`config.mk`:
```
export PLATFORM = sky130hd
export DESIGN_NAME = unidade_controle_prova
export DESIGN_NICKNAME = d
export VERILOG_FILES = /design/src/rtl/unidade_controle_prova_pkg.sv /design/src/rtl/unidade_controle_prova.sv
export SDC_FILE = /design/constraint.sdc
export NUM_CORES = 1
export LEC_CHECK = 0
export CAP_MARGIN = 20
export CELL_PAD_IN_SITES_DETAIL_PLACEMENT = 1
export CELL_PAD_IN_SITES_GLOBAL_PLACEMENT = 1
export CORE_AREA = 2 2 50 52
export CTS_CLUSTER_DIAMETER = 40
export DETAILED_ROUTE_END_ITERATION = 10
export DIE_AREA = 0 0 52 54
export PLACE_DENSITY_LB_ADDON = 0.2
export SYNTH_ARGS = -nofsm -noshare
export SYNTH_HDL_FRONTEND = slang
export SYNTH_SLANG_ARGS = --single-unit
```
`constraint.sdc`:
```
create_clock -name clock -period 1.4 [get_ports clock]
set_input_delay 0.28 -clock clock [delete_from_list [all_inputs] [get_ports clock]]
set_output_delay 0.28 -clock clock [all_outputs]
set_load 0.01 [all_outputs]
```
`src/rtl/unidade_controle_prova_pkg.sv`:
```
// Shared definitions for the genius-game control unit: the 4-bit state
// encoding, also used by the top level to drive the db_estado hex display.
package unidade_controle_prova_pkg;

  localparam int ESTADO_W = 4;

  typedef enum logic [ESTADO_W-1:0] {
    INICIAL        = 4'h0,
    PREPARACAO     = 4'h1,
    INICIA_NIVEL   = 4'h2,
    ESPERA_JOGADA  = 4'h3,
    REGISTRA       = 4'h4,
    COMPARACAO     = 4'h5,
    PROXIMA_JOGADA = 4'h6,
    PROXIMO_NIVEL  = 4'h7,
    FIM_ACERTOU    = 4'h8,
    FIM_ERROU      = 4'h9,
    FIM_TIMEOUT    = 4'hA
  } estado_t;

endpackage

```
`src/rtl/unidade_controle_prova.sv`:
```
// Control unit for the memory-sequence game. Moore FSM driving the datapath
// clear/count strobes, with conta_score gated by the comparison result, and
// a difficulty register latched only when a game is started.
module unidade_controle_prova
  import unidade_controle_prova_pkg::*;
#(
  parameter bit TIMEOUT_EN = 1'b1
) (
  input  logic       clock,
  input  logic       reset,
  input  logic       iniciar,
  input  logic       dificuldade_in,
  input  logic       jogada_igual_memoria,
  input  logic       endereco_igual_limite,
  input  logic       ultimo_nivel,
  input  logic       fez_jogada,
  input  logic       deu_timeout,
  output logic       zera_contador_nivel,
  output logic       zera_contador_jogada,
  output logic       zera_contador_score,
  output logic       zeraR,
  output logic       zera_timeout,
  output logic       conta_nivel,
  output logic       conta_jogada,
  output logic       conta_score,
  output logic       conta_timeout,
  output logic       registraR,
  output logic       dificuldade,
  output logic       pronto,
  output logic       acertou,
  output logic       errou,
  output logic       timeout,
  output logic [3:0] db_estado
);

  estado_t estado;
  estado_t proximo;
  logic    latch_dificuldade;

  // State register; reset returns to INICIAL from anywhere, even mid-game.
  // NOTE: sequential state uses non-blocking (<=) so every flop samples the
  // pre-edge values, independent of block evaluation order.
  always_ff @(posedge clock or negedge reset) begin
    if (!reset) estado <= INICIAL;
    else        estado <= proximo;
  end

  // Difficulty is captured only when a game starts, so it stays fixed all game.
  always_ff @(posedge clock or negedge reset) begin
    if (!reset)                 dificuldade <= 1'b0;
    else if (latch_dificuldade) dificuldade <= dificuldade_in;
  end

  // Next-state logic and difficulty-latch enable.
  // NOTE: every signal gets a default before the case, so no path leaves
  // one unassigned and no latch is inferred.
  always_comb begin
    proximo           = estado;
    latch_dificuldade = 1'b0;
    case (estado)
      INICIAL, FIM_ACERTOU, FIM_ERROU, FIM_TIMEOUT: begin
        if (iniciar) begin
          proximo           = PREPARACAO;
          latch_dificuldade = 1'b1;
        end
      end
      PREPARACAO:     proximo = INICIA_NIVEL;
      INICIA_NIVEL:   proximo = ESPERA_JOGADA;
      ESPERA_JOGADA: begin
        // A button press wins over a simultaneous timeout.
        if (fez_jogada)                      proximo = REGISTRA;
        else if (deu_timeout && TIMEOUT_EN)  proximo = FIM_TIMEOUT;
      end
      REGISTRA:       proximo = COMPARACAO;
      COMPARACAO: begin
        if (!jogada_igual_memoria)   proximo = FIM_ERROU;
        else if (endereco_igual_limite)
          proximo = ultimo_nivel ? FIM_ACERTOU : PROXIMO_NIVEL;
        else                         proximo = PROXIMA_JOGADA;
      end
      PROXIMA_JOGADA: proximo = ESPERA_JOGADA;
      PROXIMO_NIVEL:  proximo = INICIA_NIVEL;
      default:        proximo = INICIAL;
    endcase
  end

  // Output decoder: pure function of the state, except conta_score.
  always_comb begin
    zera_contador_nivel  = 1'b0;
    zera_contador_jogada = 1'b0;
    zera_contador_score  = 1'b0;
    zeraR                = 1'b0;
    zera_timeout         = 1'b0;
    conta_nivel          = 1'b0;
    conta_jogada         = 1'b0;
    conta_score          = 1'b0;
    conta_timeout        = 1'b0;
    registraR            = 1'b0;
    pronto               = 1'b0;
    acertou              = 1'b0;
    errou                = 1'b0;
    timeout              = 1'b0;
    case (estado)
      PREPARACAO: begin
        zera_contador_nivel  = 1'b1;
        zera_contador_jogada = 1'b1;
        zera_contador_score  = 1'b1;
        zeraR                = 1'b1;
        zera_timeout         = 1'b1;
      end
      INICIA_NIVEL: begin
        zera_contador_jogada = 1'b1;
        zeraR                = 1'b1;
        zera_timeout         = 1'b1;
      end
      ESPERA_JOGADA:  conta_timeout = 1'b1;
      REGISTRA: begin
        registraR    = 1'b1;
        zera_timeout = 1'b1;
      end
      // Score only advances on a correct play.
      COMPARACAO:     conta_score  = jogada_igual_memoria;
      PROXIMA_JOGADA: conta_jogada = 1'b1;
      PROXIMO_NIVEL:  conta_nivel  = 1'b1;
      FIM_ACERTOU: begin
        pronto  = 1'b1;
        acertou = 1'b1;
      end
      FIM_ERROU: begin
        pronto = 1'b1;
        errou  = 1'b1;
      end
      FIM_TIMEOUT: begin
        pronto  = 1'b1;
        timeout = 1'b1;
      end
      default: ;
    endcase
  end

  assign db_estado = estado;

endmodule

```
Word-level counts from Yosys, hierarchy flattened:

Cells that the tools add are included.

* register bits: 5
* input bits: 9
* output and inout port bits: 19

* reductions and logical operators: 8
* muxes and demuxes: 21
* equal/unequal tests: 12

Operators with widths (number)
* 4-bit 2-to-1 mux: 6
* 4-bit case mux with 6 select lines: 1
* 4-bit by 3-bit equality test with 1-bit output (second input constant): 4
* 1-bit 2-to-1 mux: 14
* 4-bit equality test (second input constant): 3
* 4-bit by 2-bit equality test with 1-bit output (second input constant): 2
* 2-bit OR reduction: 3
* 3-bit OR reduction: 2
* 4-bit by 1-bit equality test with 1-bit output (second input constant): 1
* 4-bit logical NOT: 1
* 4-bit OR reduction: 1
* 3-bit != test (second input constant): 1
* 2-bit != test (second input constant): 1
* 2-bit AND reduction: 1

Longest topological paths before layout:

Gate-level depths: netlist (run 1).

* depth after elaboration: 4
* mapped depth: 5
* depth with buffers taken out: 4

Worst setup path before layout (run 1):

OpenSTA, ideal clock, no wires.

* path kind: register -> output
* from: register estado[1] (netlist: db_estado[1])
* to: output zera_contador_jogada
* cell stages (with the launch flop): 5
* buffers on the path: 2
* data required time: 1120 ps
* slack: -272 ps
* arrival: 1392 ps
* cells stage by stage: dfrtp_1 -> buf_2 -> nand2b_1 -> a211oi_1 -> buf_4

* longest elaborated chain between the ends: 3
* elaborated cells between the ends (all ways): 4

RTL lines
* start: declaration: line unidade_controle_prova.sv:36 `estado_t estado;`
* start signal: assignment: line unidade_controle_prova.sv:45 `else estado <= proximo;`
* 4-bit by 2-bit equality test with 1-bit output / 4-bit by 1-bit equality test with 1-bit output (equally long branches)
* 2-bit OR reduction (no source line) *
* 1-bit 2-to-1 mux *
* end: declaration: line unidade_controle_prova.sv:19 `output logic zera_contador_jogada,`

Mark *: on every way between the ends. The rest lies on a longest branch, timed or not.

Worst setup path after layout (run 1):

* from: register estado[1] (netlist: db_estado[1])
* to: register dificuldade

* longest elaborated chain between the ends: 3
* elaborated cells between the ends (all ways): 6

RTL lines
* 4-bit equality test / 4-bit logical NOT (equally long branches): line unidade_controle_prova.sv:60 `case (estado)`
* 4-bit OR reduction *: line unidade_controle_prova.sv:60
* 1-bit 2-to-1 mux *: line unidade_controle_prova.sv:60
* end signal: assignment: line unidade_controle_prova.sv:51 `else if (latch_dificuldade) dificuldade <= dificuldade_in;`
* end: declaration: line unidade_controle_prova.sv:28 `output logic dificuldade,`

Marks and branches as above.
A chain may end at the register's enable or synchronous reset.

==> summary.txt, run 1 <==
Run status
  • Status: finished, violations left
  • Failing checks: negative setup slack

Timing
  • Final hold vios: 0
  • Slew @ Worst Pin: 0.241 ns
  • Max frequency: 637 MHz
  • Final setup vio count: 18
  • Final worst path period need: 1.57 ns
  • Ratio of final minimum period to clock period: 112%
  • Worst Skew: 0.00115 ns
  • Final WS setup: -0.170 ns
  • RSZ-0062 raised after global routing: true
  • Max-slew violation count: 0
  • Max_slew headroom: 83.9%

GRT
  • Largest net degree at the start of global routing: 9
  • Global route overflow: 0
  • Total GRT Usage: 14.1%
  • First-pass GRT wire length: 2770 um
  • Initial antenna violation count: 0
  • Vias in the first global route: 626

CTS
  • Clk buf depth: 2
  • Total CTS buffers: 3
  • Root buffer cell: clkbuf_4
  • CTS tree: done
  • Clk_lat worst skew: 0.25 ns
  • Hold_buf cts: 0
  • Reg clk slew, reported paths: 0.05 ns
  • Sink Count: 5
  • H-tree depth: 1

Cells and area
  • Final-layout fill cell count: 284
  • Share of post-route cells with drive strength above 1: 67.3%
  • Ant diodes: 0
  • Commonest non-fill, non-tap cell in the layout: buf_4
  • Reg area: 130 um^2
  • Multi-input gate area in the final layout: 423 um^2
  • Most frequent cells in the layout: buf_4 (19), buf_2 (14), buf_6 (9), clkdlybuf4s50_1 (8)
  • Final instance area: 1080 um^2
  • Area Growth Syn to Fin: 129%
  • Nets: 123

Worst hold path
  • Worst min path class: in2async

Floorplanning
  • Die X: 52 um
  • Die H: 54 um
  • Top Ports: 28
  • Starting Density: 20.3%
  • Row cnt: 18
  • Core Box Area: 2320 um^2
  • Die area: 2810 um^2

Setup path
  • Worst Setup SP: db_estado[1]
  • Startpoint Class: flop
  • Crit path largest cell delay: 0.44 ns
  • CP Capture Type: flop
  • Crit Path Max Fanout: 6
  • Critical Path AT: 1.70 ns
  • Worst r2r src: db_estado[1]
  • WP data required: 1.53 ns
  • Critical path type: reg2reg
  • Slowest CP cell: dfrtp_2
  • Cell Chain, Critical Path: buf_6, maj3_2, nor3b_2, mux2_4

Synthesis
  • Synth area leader: dfrtp_1
  • Synth Register Bits: 5
  • Synth top area share: 26.6%
  • Post-synthesis sequential area ratio: 26.6%
  • Post-synthesis cell area: 470 um^2
  • Netlist cell types: 27
  • Post-Syn Nets: 69
  • Ys Warns: 0
  • Synth top area cells: dfrtp_1 (27%), mux2_1 (7.2%), nand2_1 (5.6%)
  • Avg Inst Size Synth: 7.84 um^2
  • Post-Syn Instances: 60

Place
  • DP Worst Slack: -0.322 ns
  • DP Area: 896 um^2
  • GP Congestion: 0.699
  • HPWL Detailed: 1250 um
  • Port bufs: 27

Routing
  • Remaining DRCs: 0
  • DR vias: 633
  • Post-DR vias/cell: 4.43
  • Routed wire length: 1980 um
  • DR WL/cell: 13.8 um
  • DRT iter0 DRCs: 2
  • Final ANT Viol Nets: 0
  • DR pass1 iterations: 3

Power and ir drop
  • Pleak: 0.519 nW
  • VDD IR max: 1.53 mV
  • Final Total Pwr: 2.88 mW
  • P per Cell Area: 2670 nW/um^2

Flow run
  • Max_cap viols: 0
==> worst paths after layout <==
kind,to,slack [ns],depth (start not counted)
worst max register to register,dificuldade,-0.17,4
worst min register to register,dificuldade,0.52,1
min in group clock,dificuldade,0.52,1
worst max-delay path,dificuldade,-0.17,4
worst min-delay path,db_estado[3],0.26,1
max in group asynchronous,db_estado[0],0.93,1
==> registers in the layout, indices dropped and copies added, names as in the netlist <==
register     flops
dificuldade      1
db_estado        4
==> where the power goes <==
group	internal, mW	switching (mW)	total, mW	leakage, nW
clock network	0.108	0.0671	0.175	0.0150
logic	1.30	1.05	2.35	0.447
registers	0.234	0.118	0.353	0.0568
==> metrics by stage <==
step                setup TNS, ns  hold WS (ns)  std cells  utilization [%]
floorplan                 -0.0595       -0.0156         60                -
global placement            -4.46         0.473        125             38.6
detailed placement          -4.73         0.481        125             38.6
CTS                         -1.50         0.260        140             43.7
global route                -2.70         0.261        143             46.5
finish                      -1.58         0.258        143             46.5
==> worst max-delay path: cells and delay by family (launching register included) <==
kind	cells	cell delay (ns)
fa+ha+maj	1	0.34
buf+inv	1	0.13
flops	1	0.44
mux	1	0.31
simple gates	1	0.22
==> Yosys cell counts, drive strengths merged <==
cell type and count:
nand2 7, nor2 7, buf 6, dfrtp 5, nor2b 4, nor3 4, a21oi 3, mux2 3
nand2b 3, o21ai 3, inv 2, a211oi 1, a21bo 1, a21boi 1, a21o 1, a32oi 1
and3 1, maj3 1, nor3b 1, o211ai 1, o2bb2ai 1, or2 1, or3b 1, xor2 1
==> routing by layer <==
metal  vias up  GRT usage, %  wire length, um
li1        311             -                -
met1       293          16.0              769
met2        25          24.3             1040
met3         4          2.50              116
met4         0          9.21               54
met5         -             0                0
==> cell families (layout without fill, tap and decap cells) <==
logic type | after synthesis | count (layout) | share of synthesized area, %
AO/OA/AOI/OAI | 13 | 13 | 19.9
XOR/XNOR | 1 | 1 | 1.86
adder cells (fa/ha/maj) | 1 | 1 | 2.39
buffers and inverters | 8 | 61 | 9.04
flip-flops | 5 | 5 | 26.6
multiplexers | 3 | 3 | 7.18
AND/OR/NAND/NOR | 29 | 29 | 33.0
==> repair_timing <==
action,in CTS,in global routing
resized for setup,86,14
buffers inserted,11,3
endpoints found under the setup margin,23,22
pin swaps,6,6
==> area by class of cell <==
type / instances / area share [%]
well taps: 30 / 3.48
multi-input cells: 47 / 39.2
repair buffers: 55 / 41.9
clock buffers: 4 / 2.44
inverters: 2 / 0.928
flip-flops and latches: 5 / 12.1
(Power assumes the default switching activity.)
==> inputs of run 2 (changes only) <==
--- a/config.mk
+++ b/config.mk
@@ -9,10 +9,12 @@
 export CELL_PAD_IN_SITES_DETAIL_PLACEMENT = 1
 export CELL_PAD_IN_SITES_GLOBAL_PLACEMENT = 1
 export CORE_AREA = 2 2 50 52
+export CTS_BUF_LIST = sky130_fd_sc_hd__clkbuf_16
 export CTS_CLUSTER_DIAMETER = 40
 export DETAILED_ROUTE_END_ITERATION = 10
 export DIE_AREA = 0 0 52 54
 export PLACE_DENSITY_LB_ADDON = 0.2
+export SLEW_MARGIN = 20
 export SYNTH_ARGS = -nofsm -noshare
 export SYNTH_HDL_FRONTEND = slang
 export SYNTH_SLANG_ARGS = --single-unit
==> run 2 against run 1 <==
Against the previous run:
- critical path depth did not move
- highest routed layer unchanged
- sequential power fell by 1%
- hold slack improved by 0.033 ns
- setup slack improved by 0.022 ns
- the flow still finishes with violations (negative setup slack)
- sequential share of layout area fell by 0.62 points
- clock power rose to 2.7 times the previous value
- global-route usage fell by 0.48 points
==> summary.txt, run 2 (synthesis results as in run 1) <==
Routing
  • Remaining DRCs: 0
  • DR WL/cell: 13.1 um
  • DR vias: 628
  • Post-DR vias/cell: 4.49
  • DRT iter0 DRCs: 2
  • DR pass1 iterations: 3
  • Final ANT Viol Nets: 0
  • Routed wire length: 1840 um

Cells and area
  • Ant diodes: 0
  • Commonest non-fill, non-tap cell in the layout: buf_2
  • Max reg flops: 4
  • Most frequent cells in the layout: buf_2 (14), buf_6 (13), buf_4 (12), clkdlybuf4s50_1 (8)
  • Share of post-route cells with drive strength above 1: 68.2%
  • Nets: 120
  • Area Growth Syn to Fin: 142%

Timing
  • Final worst path period need: 1.55 ns
  • RSZ-0062 raised after global routing: true
  • Max-slew violation count: 0
  • Max frequency: 646 MHz
  • Ratio of final minimum period to clock period: 111%
  • Hold Slack: 0.291 ns
  • Slew @ Worst Pin: 0.265 ns
  • Final setup vio count: 13
  • Final WS setup: -0.148 ns
  • Final hold vios: 0
  • Worst Skew: 0.00209 ns
  • Max_slew headroom: 82.3%

Floorplanning
  • Die X: 52 um
  • Die area: 2810 um^2
  • Starting Density: 20.3%
  • Core Box Area: 2320 um^2
  • Row cnt: 18
  • Top Ports: 28
  • Die H: 54 um

Place
  • GP Congestion: 0.699
  • Port bufs: 27
  • HPWL Detailed: 1250 um

Setup path
  • Critical Path AT: 1.66 ns
  • Crit path largest cell delay: 0.42 ns
  • Crit Path Max Fanout: 5
  • Slowest CP cell: dfrtp_2
  • CP Capture Type: flop
  • WP data required: 1.51 ns
  • Register-to-register setup slack: -0.15 ns
  • Family with the most delay on the worst path: flip-flops
  • Buf/Inv on CP: 1
  • Startpoint Class: flop
  • Cell Chain, Critical Path: buf_6, maj3_2, nor3b_2, mux2_4
  • Worst Setup SP: db_estado[0]
  • Worst r2r src: db_estado[0]
  • Critical path type: reg2reg

CTS
  • Total CTS buffers: 3
  • Root buffer cell: clkbuf_16
  • Clk_lat worst skew: 0.23 ns
  • Hold_buf cts: 0
  • H-tree depth: 1
  • Clk buf depth: 2
  • CTS tree: done
  • Reg clk slew, reported paths: 0.04 ns
  • Sink Count: 5

GRT
  • Total GRT Usage: 13.6%
  • Initial antenna violation count: 0
  • Largest net degree at the start of global routing: 9
  • Gr busiest metal: met2
  • Global route overflow: 0
  • Met1 GRT Util: 15.6%
  • First-pass GRT wire length: 2750 um
  • Vias in the first global route: 623
  • GR Util met3: 1.39%
  • Met2 GRT Util: 23.6%

Power and ir drop
  • Pleak: 0.550 nW
  • P per Cell Area: 2780 nW/um^2
  • Final Total Pwr: 3.16 mW
  • VDD IR max: 1.43 mV

Flow run
  • Max_cap viols: 0

Run status
  • Status: finished, violations left
  • Failing checks: negative setup slack

Worst hold path
  • Worst min path class: in2async
## run 2: cell count changes in the layout (fill, tap and decap cells not counted), moves of 2 or more
cell	previous run	this run
clkdlybuf4s15_1	2	0
buf_4	19	12
buf_6	9	13
clkbuf_4	3	0
clkbuf_16	0	3
## run 2: layout make-up
class,instances,area (um^2)
Clock buffer,3,75.1
Clock inverter,1,3.75
Fill cell,283,1180
Inverter,2,7.51
Multi-Input combinational cell,47,438
Sequential cell,5,130
Tap cell,30,37.5
Timing Repair Buffer,52,445
## run 2: power breakdown
part	internal (mW)	total [mW]	switching (mW)
Combinational	1.30	2.34	1.04
Clock	0.371	0.471	0.100
Sequential	0.235	0.349	0.115
Total	1.90	3.16	1.25
## run 2: worst paths after layout
path | to | depth (start not counted)
worst max-delay path | dificuldade | 4
worst min-delay path | db_estado[3] | 1
worst max register to register | dificuldade | 4
worst min register to register | dificuldade | 1
max in group asynchronous | db_estado[0] | 1
min in group clock | dificuldade | 1
## run 2: worst reg2reg max path: cells and delay by family (launching register included)
kind | cells | cell delay (ns)
and+or+nand+nor | 1 | 0.21
buffers and inverters | 1 | 0.14
DFF | 1 | 0.42
muxes | 1 | 0.31
adders and majority gates | 1 | 0.34
## run 2: repair_timing
| item | 4_1_cts | 5_1_grt |
|---|---|---|
| buffers inserted | 9 | 2 |
| endpoints found under the setup margin | 22 | 20 |
| pin swaps | 5 | 4 |
| gates resized for setup | 86 | 19 |
## run 2: per-stage QoR
stage | instances | setup slack (ns) | util, % | cell area [um^2] | TNS (ns)
final | 140 | -0.148 | 49.0 | 1140 | -1.07
after floorplan | 60 | -0.0595 | - | 512 | -0.0595
after CTS | 138 | -0.157 | 45.9 | 1060 | -1.27
after detailed placement | 125 | -0.322 | 38.6 | 896 | -4.73
after global placement | 125 | -0.291 | 38.6 | 896 | -4.46
after global routing | 140 | -0.196 | 49.0 | 1140 | -1.75
## run 2: layer usage
metal / vias up / wire length [um]
li1: 305 / -
met4: 0 / 63
met3: 7 / 112
met5: - / 0
met1: 288 / 710
met2: 28 / 954
==> inputs of run 3 (changes only) <==
--- a/config.mk
+++ b/config.mk
@@ -5,7 +5,6 @@
 export SDC_FILE = /design/constraint.sdc
 export NUM_CORES = 1
 export LEC_CHECK = 0
-export CAP_MARGIN = 20
 export CELL_PAD_IN_SITES_DETAIL_PLACEMENT = 1
 export CELL_PAD_IN_SITES_GLOBAL_PLACEMENT = 1
 export CORE_AREA = 2 2 50 52
==> results of run 3 <==
Final layout, timing and power as in run 2 (identical DEF).
